<file path="config.mk">
export PLATFORM = sky130hd
export DESIGN_NAME = ps2_host_tx
export DESIGN_NICKNAME = d
export VERILOG_FILES = /design/src/rtl/ps2_pkg.sv /design/src/rtl/ps2_line_sync.sv /design/src/rtl/ps2_host_tx.sv
export SDC_FILE = /design/constraint.sdc
export NUM_CORES = 1
export LEC_CHECK = 0
export BUFFER_PORTS_ARGS = -buffer_cell sky130_fd_sc_hd__buf_2
export CAP_MARGIN = 20
export CORE_ASPECT_RATIO = 1.1
export CORE_UTILIZATION = 50
export DETAILED_ROUTE_END_ITERATION = 8
export GPL_ROUTABILITY_DRIVEN = 0
export GPL_TIMING_DRIVEN = 0
export HOLD_SLACK_MARGIN = 0.02
export PLACE_DENSITY_LB_ADDON = 0.15
export SETUP_SLACK_MARGIN = 0.1
export SLEW_MARGIN = 25
export SYNTH_ARGS = -nofsm -noshare
export SYNTH_HDL_FRONTEND = slang
export SYNTH_HIERARCHICAL = 1
export SYNTH_SLANG_ARGS = --single-unit
export TNS_END_PERCENT = 5
</file>
<file path="constraint.sdc">
create_clock -name clock -period 2.65 [get_ports clock]
set_clock_uncertainty 0.15 [all_clocks]
set_input_delay 0.53 -clock clock [delete_from_list [all_inputs] [get_ports clock]]
set_output_delay 0.53 -clock clock [all_outputs]
set_load 0.05 [all_outputs]
</file>
<file path="src/rtl/ps2_pkg.sv">
// Shared PS/2 definitions for the host transmitter and the keyboard receiver.
//   - ps2_tx_state_e : host-to-device transmit FSM encoding
//   - *_DEF          : default cycle counts for a 100 MHz clock
//   - odd_parity()   : PS/2 frame parity bit for a data byte
//   - CMD_* / ACK_BYTE : common keyboard command and response bytes
package ps2_pkg;

    typedef enum logic [2:0] {
        IDLE,
        INHIBIT,
        RTS,
        SEND,
        ACK,
        WAIT_IDLE
    } ps2_tx_state_e;

    // 100 us clock inhibit and 15 ms transfer timeout at 100 MHz
    localparam int INHIBIT_CYCLES_DEF = 10000;
    localparam int TIMEOUT_CYCLES_DEF = 1500000;

    localparam logic [7:0] CMD_SET_LEDS = 8'hED;
    localparam logic [7:0] CMD_ENABLE   = 8'hF4;
    localparam logic [7:0] CMD_RESET    = 8'hFF;
    localparam logic [7:0] ACK_BYTE     = 8'hFA;

    // Parity bit that makes the 9-bit {parity, data} word carry an odd number of ones
    function automatic logic odd_parity(input logic [7:0] data);
        return ~^data;
    endfunction

endpackage

</file>
<file path="src/rtl/ps2_line_sync.sv">
// Two-flop synchronizer for the raw PS/2 clock and data pins, plus a
// one-cycle strobe on each falling edge of the synchronized clock.
// Shared by the host transmitter and the keyboard receiver.
//   clock, reset  : system clock, synchronous active-high reset
//   ps2_clk_i     : raw ps2_clk pin level
//   ps2_data_i    : raw ps2_data pin level
//   clk_sync_o    : synchronized ps2_clk
//   data_sync_o   : synchronized ps2_data
//   clk_fall_o    : high for one cycle when synchronized ps2_clk goes 1 -> 0
module ps2_line_sync (
    input  logic clock,
    input  logic reset,
    input  logic ps2_clk_i,
    input  logic ps2_data_i,
    output logic clk_sync_o,
    output logic data_sync_o,
    output logic clk_fall_o
);

    logic [1:0] clk_ff_q;
    logic [1:0] data_ff_q;
    logic       clk_prev_q;

    // Reset to the idle (released, pulled-up) level so leaving reset while
    // the device holds the clock low does not produce a phantom edge.
    always_ff @(posedge clock) begin
        if (reset) begin
            clk_ff_q   <= 2'b11;
            data_ff_q  <= 2'b11;
            clk_prev_q <= 1'b1;
        end else begin
            clk_ff_q   <= {clk_ff_q[0], ps2_clk_i};
            data_ff_q  <= {data_ff_q[0], ps2_data_i};
            clk_prev_q <= clk_ff_q[1];
        end
    end

    assign clk_sync_o  = clk_ff_q[1];
    assign data_sync_o = data_ff_q[1];
    assign clk_fall_o  = clk_prev_q & ~clk_ff_q[1];

endmodule

</file>
<file path="src/rtl/ps2_host_tx.sv">
// Host-to-device PS/2 transmitter. Sends one command byte to the keyboard
// over the open-drain ps2_clk/ps2_data lines, driving them only through
// active-high pull-low enables; the top level builds the tristates.
//   clock, reset   : system clock, synchronous active-high reset
//   tx_valid_i     : request to send tx_data_i
//   tx_data_i      : command byte, sampled only when accepted
//   tx_ready_o     : high only in IDLE; accept = tx_valid_i & tx_ready_o
//   tx_done_o      : one-cycle pulse, device ACKed and lines idle
//   tx_error_o     : one-cycle pulse, timeout or missing ACK
//   busy_o         : high in every state but IDLE (gates the receiver)
//   ps2_clk_i      : raw ps2_clk pin level
//   ps2_data_i     : raw ps2_data pin level
//   ps2_clk_oe_o   : 1 = pull ps2_clk low
//   ps2_data_oe_o  : 1 = pull ps2_data low
//
// state     | meaning
// ----------+-----------------------------------------------------------
// IDLE      | lines released, ready for a byte
// INHIBIT   | hold ps2_clk low for INHIBIT_CYCLES
// RTS       | one cycle with clk and data both low (start bit applied)
// SEND      | clk released; shift data, parity, stop on device falling edges
// ACK       | wait for the device's ACK clock, check data is low
// WAIT_IDLE | wait for device to release both lines
module ps2_host_tx
    import ps2_pkg::*;
#(
    parameter int INHIBIT_CYCLES = INHIBIT_CYCLES_DEF,
    parameter int TIMEOUT_CYCLES = TIMEOUT_CYCLES_DEF
) (
    input  logic       clock,
    input  logic       reset,
    input  logic       tx_valid_i,
    input  logic [7:0] tx_data_i,
    output logic       tx_ready_o,
    output logic       tx_done_o,
    output logic       tx_error_o,
    output logic       busy_o,
    input  logic       ps2_clk_i,
    input  logic       ps2_data_i,
    output logic       ps2_clk_oe_o,
    output logic       ps2_data_oe_o
);

    localparam int INH_W = $clog2(INHIBIT_CYCLES + 1);
    localparam int TO_W  = $clog2(TIMEOUT_CYCLES + 1);

    // Down-counters load N-1 so that the terminal count (zero) is the Nth cycle
    localparam logic [INH_W-1:0] INH_LOAD = INH_W'(INHIBIT_CYCLES - 1);
    localparam logic [TO_W-1:0]  TO_LOAD  = TO_W'(TIMEOUT_CYCLES - 1);

    ps2_tx_state_e    state_q, state_d;
    logic [INH_W-1:0] inh_cnt_q, inh_cnt_d;
    logic [TO_W-1:0]  to_cnt_q, to_cnt_d;
    logic [3:0]       bit_cnt_q, bit_cnt_d;
    logic [8:0]       frame_q, frame_d;
    logic             clk_oe_q, clk_oe_d;
    logic             data_oe_q, data_oe_d;
    logic             done_q, done_d;
    logic             error_q, error_d;

    logic clk_sync;
    logic data_sync;
    logic clk_fall;

    ps2_line_sync u_sync (
        .clock       (clock),
        .reset       (reset),
        .ps2_clk_i   (ps2_clk_i),
        .ps2_data_i  (ps2_data_i),
        .clk_sync_o  (clk_sync),
        .data_sync_o (data_sync),
        .clk_fall_o  (clk_fall)
    );

    always_comb begin
        state_d   = state_q;
        inh_cnt_d = inh_cnt_q;
        to_cnt_d  = to_cnt_q;
        bit_cnt_d = bit_cnt_q;
        frame_d   = frame_q;
        data_oe_d = data_oe_q;
        done_d    = 1'b0;
        error_d   = 1'b0;

        unique case (state_q)
            IDLE: begin
                data_oe_d = 1'b0;
                if (tx_valid_i) begin
                    frame_d   = {odd_parity(tx_data_i), tx_data_i};
                    inh_cnt_d = INH_LOAD;
                    state_d   = INHIBIT;
                end
            end
            INHIBIT: begin
                if (inh_cnt_q == '0) begin
                    data_oe_d = 1'b1;
                    state_d   = RTS;
                end else begin
                    inh_cnt_d = inh_cnt_q - INH_W'(1);
                end
            end
            RTS: begin
                to_cnt_d  = TO_LOAD;
                bit_cnt_d = 4'd0;
                state_d   = SEND;
            end
            SEND: begin
                // Edge k (bit_cnt_q = k-1 before it) presents frame bit k-1;
                // edge 10 releases data for the stop bit.
                if (clk_fall) begin
                    bit_cnt_d = bit_cnt_q + 4'd1;
                    if (bit_cnt_q == 4'd9) begin
                        data_oe_d = 1'b0;
                        state_d   = ACK;
                    end else begin
                        data_oe_d = ~frame_q[bit_cnt_q];
                    end
                end
            end
            ACK: begin
                if (clk_fall) begin
                    if (!data_sync) begin
                        state_d = WAIT_IDLE;
                    end else begin
                        error_d = 1'b1;
                        state_d = IDLE;
                    end
                end
            end
            WAIT_IDLE: begin
                if (clk_sync && data_sync) begin
                    done_d  = 1'b1;
                    state_d = IDLE;
                end
            end
            default: begin
                state_d = IDLE;
            end
        endcase

        // Timeout overrides any event in the same cycle, so done and error
        // can never pulse together.
        if (state_q inside {SEND, ACK, WAIT_IDLE}) begin
            if (to_cnt_q == '0) begin
                error_d   = 1'b1;
                done_d    = 1'b0;
                data_oe_d = 1'b0;
                state_d   = IDLE;
            end else begin
                to_cnt_d = to_cnt_q - TO_W'(1);
            end
        end

        clk_oe_d = (state_d == INHIBIT) || (state_d == RTS);
    end

    always_ff @(posedge clock) begin
        if (reset) begin
            state_q   <= IDLE;
            inh_cnt_q <= '0;
            to_cnt_q  <= '0;
            bit_cnt_q <= 4'd0;
            frame_q   <= 9'd0;
            clk_oe_q  <= 1'b0;
            data_oe_q <= 1'b0;
            done_q    <= 1'b0;
            error_q   <= 1'b0;
        end else begin
            state_q   <= state_d;
            inh_cnt_q <= inh_cnt_d;
            to_cnt_q  <= to_cnt_d;
            bit_cnt_q <= bit_cnt_d;
            frame_q   <= frame_d;
            clk_oe_q  <= clk_oe_d;
            data_oe_q <= data_oe_d;
            done_q    <= done_d;
            error_q   <= error_d;
        end
    end

    assign tx_ready_o    = (state_q == IDLE);
    assign busy_o        = (state_q != IDLE);
    assign tx_done_o     = done_q;
    assign tx_error_o    = error_q;
    assign ps2_clk_oe_o  = clk_oe_q;
    assign ps2_data_oe_o = data_oe_q;

endmodule
</file>
==> summary.txt, run 1 <==
STA
  • Hold Fails Final Rpt: 0
  • F_max: 399 MHz
  • Slew Viols, Final: 0
  • Slew HR: 43.7%
  • RSZ-0062 raised after global routing: yes
  • Setup TNS: 0 ns
  • Worst-Margin Slew: 0.839 ns
  • Post-route minimum period: 2.51 ns
  • Final setup fails: 0
  • Fin crit share: 94.5%

CTS
  • H-tree depth reported by CTS: 3
  • Root Buffer: clkbuf_8
  • Clock Path Buffers: 2
  • Clock sinks: 60
  • Worst skew pair latency: 0.33 ns
  • TritonCTS Buffers: 9
  • CTS tree: yes
  • Clk slew on worst S/H paths: 0.07 ns

Layout
  • N_diodes: 0
  • Layout area overhead: 15.3%
  • Post-layout nets: 402
  • Most common cell after layout, fill and taps aside: dfxtp_1
  • Most frequent cells in the layout: dfxtp_1 (60), nor2_1 (39), a21oi_1 (36)
  • Share of layout cells above drive strength 1: 14.7%

Hold path
  • Hold depth: 2
  • Min-Delay Path Class: in -> reg

Pwr
  • Leak: 1.28 nW
  • Clk pwr share: 40.1%
  • Switching share of total power: 27.8%
  • Reg power frac: 41.9%
  • Pint: 0.00172 W
  • Gate power share: 18.1%
  • Pwr Density: 689 mW/mm^2
  • Net switching power: 0.000662 W
  • Max rail drop VDD: 0.359 mV
  • Total power: 0.00238 W

Synthesis
  • Register area share after synthesis: 40.1%
  • Leading post-synthesis cells by cell area: dfxtp_1 (40%), a21oi_1 (6.0%), nor2_1 (4.9%), xnor2_1 (4.7%), nand2_1 (3.8%)
  • Post-synth net total: 371
  • Commonest register cell after synthesis: dfxtp_1
  • Distinct cell type count after synthesis: 56
  • Yosys reg bits: 60
  • Post-synth EDFFs: 0
  • Fraction of registers with async set/reset: 0%
  • Synth area leader: dfxtp_1
  • Syn avg cell area: 8.48 um^2
  • Yosys warns: 6
  • Top cell type's share of synthesized area: 40.1%
  • Cell Area, Synth: 0.00299 mm^2
  • Cells after synthesis: 353

Setup path
  • Element type at the critical path end: flop
  • Max incr delay on CP: 0.59 ns
  • Nature of the critical path startpoint: flop
  • Critical path buffers and inverters: 1
  • Max FO, Critical Path: 8
  • R2R depth: 6
  • Cell family with most CP delay: simple AND/OR/NAND/NOR gates
  • Critical-path top delay cell: or4_4
  • CP arrival: 2.59 ns
  • WP depth: 6
  • WS Path Type: reg -> reg
  • Required @ worst endpoint: 2.73 ns
  • Worst path cell trace: or4_4, nor4_4, a21oi_4, buf_4, and3_1, a2111oi_2

Global route
  • Vias in the first global route: 2437
  • Largest net degree at the start of global routing: 11
  • First-pass GRT wire length: 11.3 mm
  • Total global routing overflow: 0
  • GR Util All Layers: 23.6%
  • Initial antenna violation count: 0

Outcome
  • Status: finished clean

Detailed routing
  • Pre-antenna DRT Iters: 4
  • Vias per cell: 5.56
  • Final ANT Viol Nets: 0
  • Avg WL per Cell: 14.4 um
  • DRC viols: 0
  • Via count: 2592
  • Routed WL: 6.70 mm
  • Initial drt markers: 145

Die
  • Die Y: 83.1 um
  • I/O pin count: 19
  • Initial cell density of the core: 51.9%
  • Die ar.: 0.00630 mm^2
  • Area of the core: 0.00577 mm^2
  • Die W: 75.8 um
  • Rows: 29

Job
  • Max-cap violation count: 0

Placed design
  • Port bufs: 18
  • Hpwl dp: 4.64 mm
[stage by stage]
step | std cells | hold WS (ns) | setup WS [ns] | instance area (um^2) | utilization, %
after floorplan | 353 | 0.233 | 0.242 | 3000 | -
after global placement | 448 | 0.235 | 0.144 | 3180 | 55.2
after detailed placement | 448 | 0.239 | 0.0949 | 3180 | 55.2
after CTS | 464 | 0.217 | 0.113 | 3430 | 59.4
after global routing | 466 | 0.214 | 0.0331 | 3450 | 59.8
final | 466 | 0.235 | 0.145 | 3450 | 59.8
[routing by layer]
layer | GRT usage [%] | share of wire (%) | vias up
met5 | 0 | 0 | -
met4 | 8.59 | 1.3 | 0
met3 | 6.19 | 3.5 | 10
met2 | 35.1 | 47 | 53
met1 | 32.6 | 48 | 1199
li1 | - | - | 1330
[power groups by stage]
stage                     clock network, W  logic [W]  registers (W)
after floorplan                          0   0.000316        0.00101
after global placement                   0   0.000409        0.00101
after detailed placement                 0   0.000417        0.00102
after CTS                         0.000972   0.000425       0.000995
after global routing               0.00102   0.000478        0.00100
final                             0.000953   0.000430       0.000996
[final cells by class]
class	count	area [um^2]
Clock inverter	4	70.1
Timing Repair Buffer	20	105
Clock buffer	12	165
Inverter	13	48.8
Multi-Input combinational cell	264	1700
Tap cell	77	96.3
Buffer	16	67.6
Fill cell	490	2320
Sequential cell	60	1200
[synthesized netlist by cell type (2+ instances only)]
library cell  count
nand4b_1          3
and2_1            2
nand2_1          30
nor4_1            6
ha_1              5
o21ai_0           4
nand2b_1          4
or2_1             5
clkbuf_1         13
a21oi_1          36
or4_4             2
nor2_1           39
and4_1            2
mux2i_1           2
xnor2_1          16
nand4_1           4
nand3b_1          3
a2111oi_0         2
a211oi_1         10
nor3b_1           3
nand3_1           6
nor2b_1           7
inv_1            13
and3_1            3
or4_1             3
or2_2             2
dfxtp_1          60
mux2_2            3
or3_1             5
nor3_1           16
a311oi_1          8
xor2_1           12
[final timing paths]
kind | to | slack (ns) | from
worst min register to register | u_sync/clk_ff_q[1] | 0.25 | u_sync/clk_ff_q[0]
worst max-delay path | to_cnt_q[17] | 0.14 | to_cnt_q[12]
worst max register to register | to_cnt_q[17] | 0.14 | to_cnt_q[12]
worst min-delay path | u_sync/data_ff_q[0] | 0.23 | ps2_data_i
[sequential cells by signal, summed over array words and instances (netlist names)]
register           cells
inh_cnt_q             14
u_sync/data_ff_q       2
ps2_data_oe_o          1
frame_q                9
tx_error_o             1
u_sync/clk_prev_q      1
u_sync/clk_ff_q        2
bit_cnt_q              4
to_cnt_q              21
ps2_clk_oe_o           1
state_q                3
tx_done_o              1
[what timing repair did]
item | 4_1_cts | 5_1_grt
hold buffers | 0 | 0
endpoints found under the hold margin | 0 | 0
gates resized for setup | 1 | 4
setup buffers | 0 | 2
cloned | 0 | 0
pin swaps | 0 | 1
setup endpoints to repair | 1 | 18
[cell families after synthesis]
kind of cell | Yosys count | synth area share [%]
xor+xnor | 28 | 8.19
fa+ha+maj | 5 | 2.09
flops | 60 | 40.1
mux | 6 | 2.55
compound gates | 74 | 16.2
buf+inv | 29 | 3.80
simple gates | 151 | 27.0
(Power assumes the default switching activity.)
==> run 2, diff against run 1 <==
--- a/config.mk
+++ b/config.mk
@@ -5,6 +5,7 @@
 export SDC_FILE = /design/constraint.sdc
 export NUM_CORES = 1
 export LEC_CHECK = 0
+export ABC_AREA = 1
 export BUFFER_PORTS_ARGS = -buffer_cell sky130_fd_sc_hd__buf_2
 export CAP_MARGIN = 20
 export CORE_ASPECT_RATIO = 1.1
==> constraint.sdc (replaced) <==
create_clock -name clock -period 3.05 [get_ports clock]
set_clock_uncertainty 0.15 [all_clocks]
set_input_delay 0.61 -clock clock [delete_from_list [all_inputs] [get_ports clock]]
set_output_delay 0.61 -clock clock [all_outputs]
set_load 0.05 [all_outputs]
==> run 2 against run 1 <==
Compared with the run above: sequential power down 8.5%; utilization down 1.1 points; cell count up 39%; largest power group is now combinational logic; count of clock-buffer cells in the layout down 1; area after synthesis up 19%; critical path type is now reg -> out.
==> summary.txt, run 2 <==
Synthesis
  • Cells after synthesis: 534
  • Leading post-synthesis cells by cell area: dfxtp_1 (34%), nand2_1 (14%), nor2_1 (7.0%), nand3_1 (6.7%), a21oi_1 (6.0%)
  • Distinct cell type count after synthesis: 38
  • Post-synth EDFFs: 0
  • Yosys warns: 6
  • Fraction of registers with async set/reset: 0%
  • Synth area leader: dfxtp_1
  • Commonest register cell after synthesis: dfxtp_1
  • Most frequent cells after synthesis: nand2_1 (129), nor2_1 (67), dfxtp_1 (60)
  • Yosys reg bits: 60
  • Post-synth net total: 552
  • Top cell type's share of synthesized area: 33.6%
  • Register area share after synthesis: 33.6%
  • Cell Area, Synth: 0.00357 mm^2
  • Count leader, synth: nand2_1
  • Syn avg cell area: 6.68 um^2

Detailed routing
  • Avg WL per Cell: 13.2 um
  • Initial drt markers: 134
  • Vias per cell: 5.37
  • Final ANT Viol Nets: 0
  • Pre-antenna DRT Iters: 4
  • Via count: 3489
  • Routed WL: 8.56 mm
  • DRC viols: 0

Setup path
  • CP arrival: 1.43 ns
  • WS Path Type: reg -> out
  • Max FO, Critical Path: 8
  • Crit path from: state_q[1]
  • Nature of the critical path startpoint: flop
  • Element type at the critical path end: primary output
  • RR Startpoint: to_cnt_q[0]
  • Required @ worst endpoint: 2.29 ns

Die
  • Initial cell density of the core: 52.9%
  • I/O pin count: 19
  • Die Y: 90.6 um
  • Die ar.: 0.00748 mm^2
  • Area of the core: 0.00675 mm^2
  • Rows: 31
  • Die W: 82.6 um

Layout
  • Core Util, Final: 58.7%
  • Multi-input logic area: 0.00205 mm^2
  • Layout Cells excl Fill: 650
  • N_diodes: 0
  • FILL cells: 683
  • Most common cell after layout, fill and taps aside: nand2_1
  • Layout area overhead: 11.0%
  • Largest register FFs: 21
  • Biggest regs: to_cnt_q: 21 flops, inh_cnt_q: 14 flops, frame_q: 9 flops
  • Top reg by flops: to_cnt_q
  • Post-layout nets: 581
  • Register Area: 0.00120 mm^2
  • Share of layout cells above drive strength 1: 14.1%
  • Most frequent cells in the layout: nand2_1 (129), nor2_1 (67), dfxtp_1 (60)

Pwr
  • Leak: 1.90 nW
  • Pwr Density: 673 mW/mm^2
  • Max rail drop VDD: 0.408 mV

CTS
  • Root Buffer: clkbuf_8
  • Clk slew on worst S/H paths: 0.07 ns
  • Clock sinks: 60
  • Clock Path Buffers: 2
  • Quantity of hold-fixing buffers added after cts: 0
  • Worst skew pair latency: 0.34 ns
  • TritonCTS Buffers: 9
  • Setup bufs post-CTS: 0
  • Post_cts resized: 0
  • H-tree depth reported by CTS: 3
  • CTS tree: yes

STA
  • Slew HR: 55.1%
  • Worst-Margin Slew: 0.673 ns
  • Hold Fails Final Rpt: 0
  • F_max: 456 MHz
  • Final setup fails: 0
  • WHS: 0.265 ns
  • Slew Viols, Final: 0
  • Setup TNS: 0 ns
  • Post-route minimum period: 2.19 ns
  • RSZ-0062 raised after global routing: no
  • Fin crit share: 71.9%

Global route
  • Initial antenna violation count: 0
  • First-pass GRT wire length: 14.5 mm
  • Vias in the first global route: 3348
  • GR Util All Layers: 25.6%
  • Largest net degree at the start of global routing: 11
  • Total global routing overflow: 0

Outcome
  • Status: finished clean

Placed design
  • Hpwl dp: 6.28 mm
  • Port bufs: 18
  • Dpl cells: 634

Job
  • Max-cap violation count: 0

Hold path
  • Min-Delay Startpoint: u_sync/clk_ff_q[0]
  • Min-Delay Path Class: reg -> reg
run 2: cell types whose count changed after synthesis, sizes merged, moves of 9 or more:
cell / before / now
nor2: 40 / 80
nand2: 30 / 134
nand3: 6 / 53
a21oi: 37 / 47
inv: 13 / 57
o21ai: 4 / 26
nor3: 16 / 7
run 2: final cells by class:
class | count | share of cell area (%)
Multi-Input combinational cell | 399 | 51.7
Clock buffer | 11 | 3.82
Timing Repair Buffer | 18 | 2.27
Clock inverter | 5 | 1.26
Tap cell | 82 | 2.59
Inverter | 58 | 5.52
Sequential cell | 60 | 30.3
Buffer | 17 | 2.53
run 2: final timing paths:
check / end / slack, ns / depth (start not counted)
hold reg to reg: u_sync/clk_ff_q[1] / 0.27 / 2
hold / removal: u_sync/clk_ff_q[1] / 0.27 / 2
setup / recovery: tx_ready_o / 0.86 / 5
setup reg to reg: state_q[0] / 0.98 / 8
run 2: critical path, cell delays in order, from the launching register on:
cell and delay (ns):
dfxtp_1 0.31, buf_6 0.13, nor2_2 0.21, nand2_4 0.11
inv_1 0.06, buf_2 0.25
run 2: kinds of logic after synthesis:
group           share of synthesized area, %
xor+xnor                                5.89
fa+ha+maj                               1.75
compound gates                          12.9
flops                                   33.6
simple gates                            36.8
buf+inv                                 8.94
run 2: power by group:
part           internal [W]  switching, W  total [W]  leakage [nW]
clock              0.000416      0.000317   0.000733         0.109
sequential         0.000851     0.0000602   0.000911         0.490
combinational      0.000347      0.000677    0.00102          1.31
run 2: per-layer routing:
layer / GRT usage [%] / wire (um)
met1: 28.7 / 3760
met2: 43.7 / 4160
met3: 6.46 / 341
met4: 12.9 / 298
met5: 0 / 0
run 2: per-stage QoR:
step	power, W	setup slack, ns	cell area, um^2
final	0.00267	0.857	3960
after global routing	0.00285	0.784	3960
after detailed placement	0.00194	1.01	3760
after CTS	0.00268	0.852	3960
after global placement	0.00192	1.02	3760
after floorplan	0.00172	1.17	3570
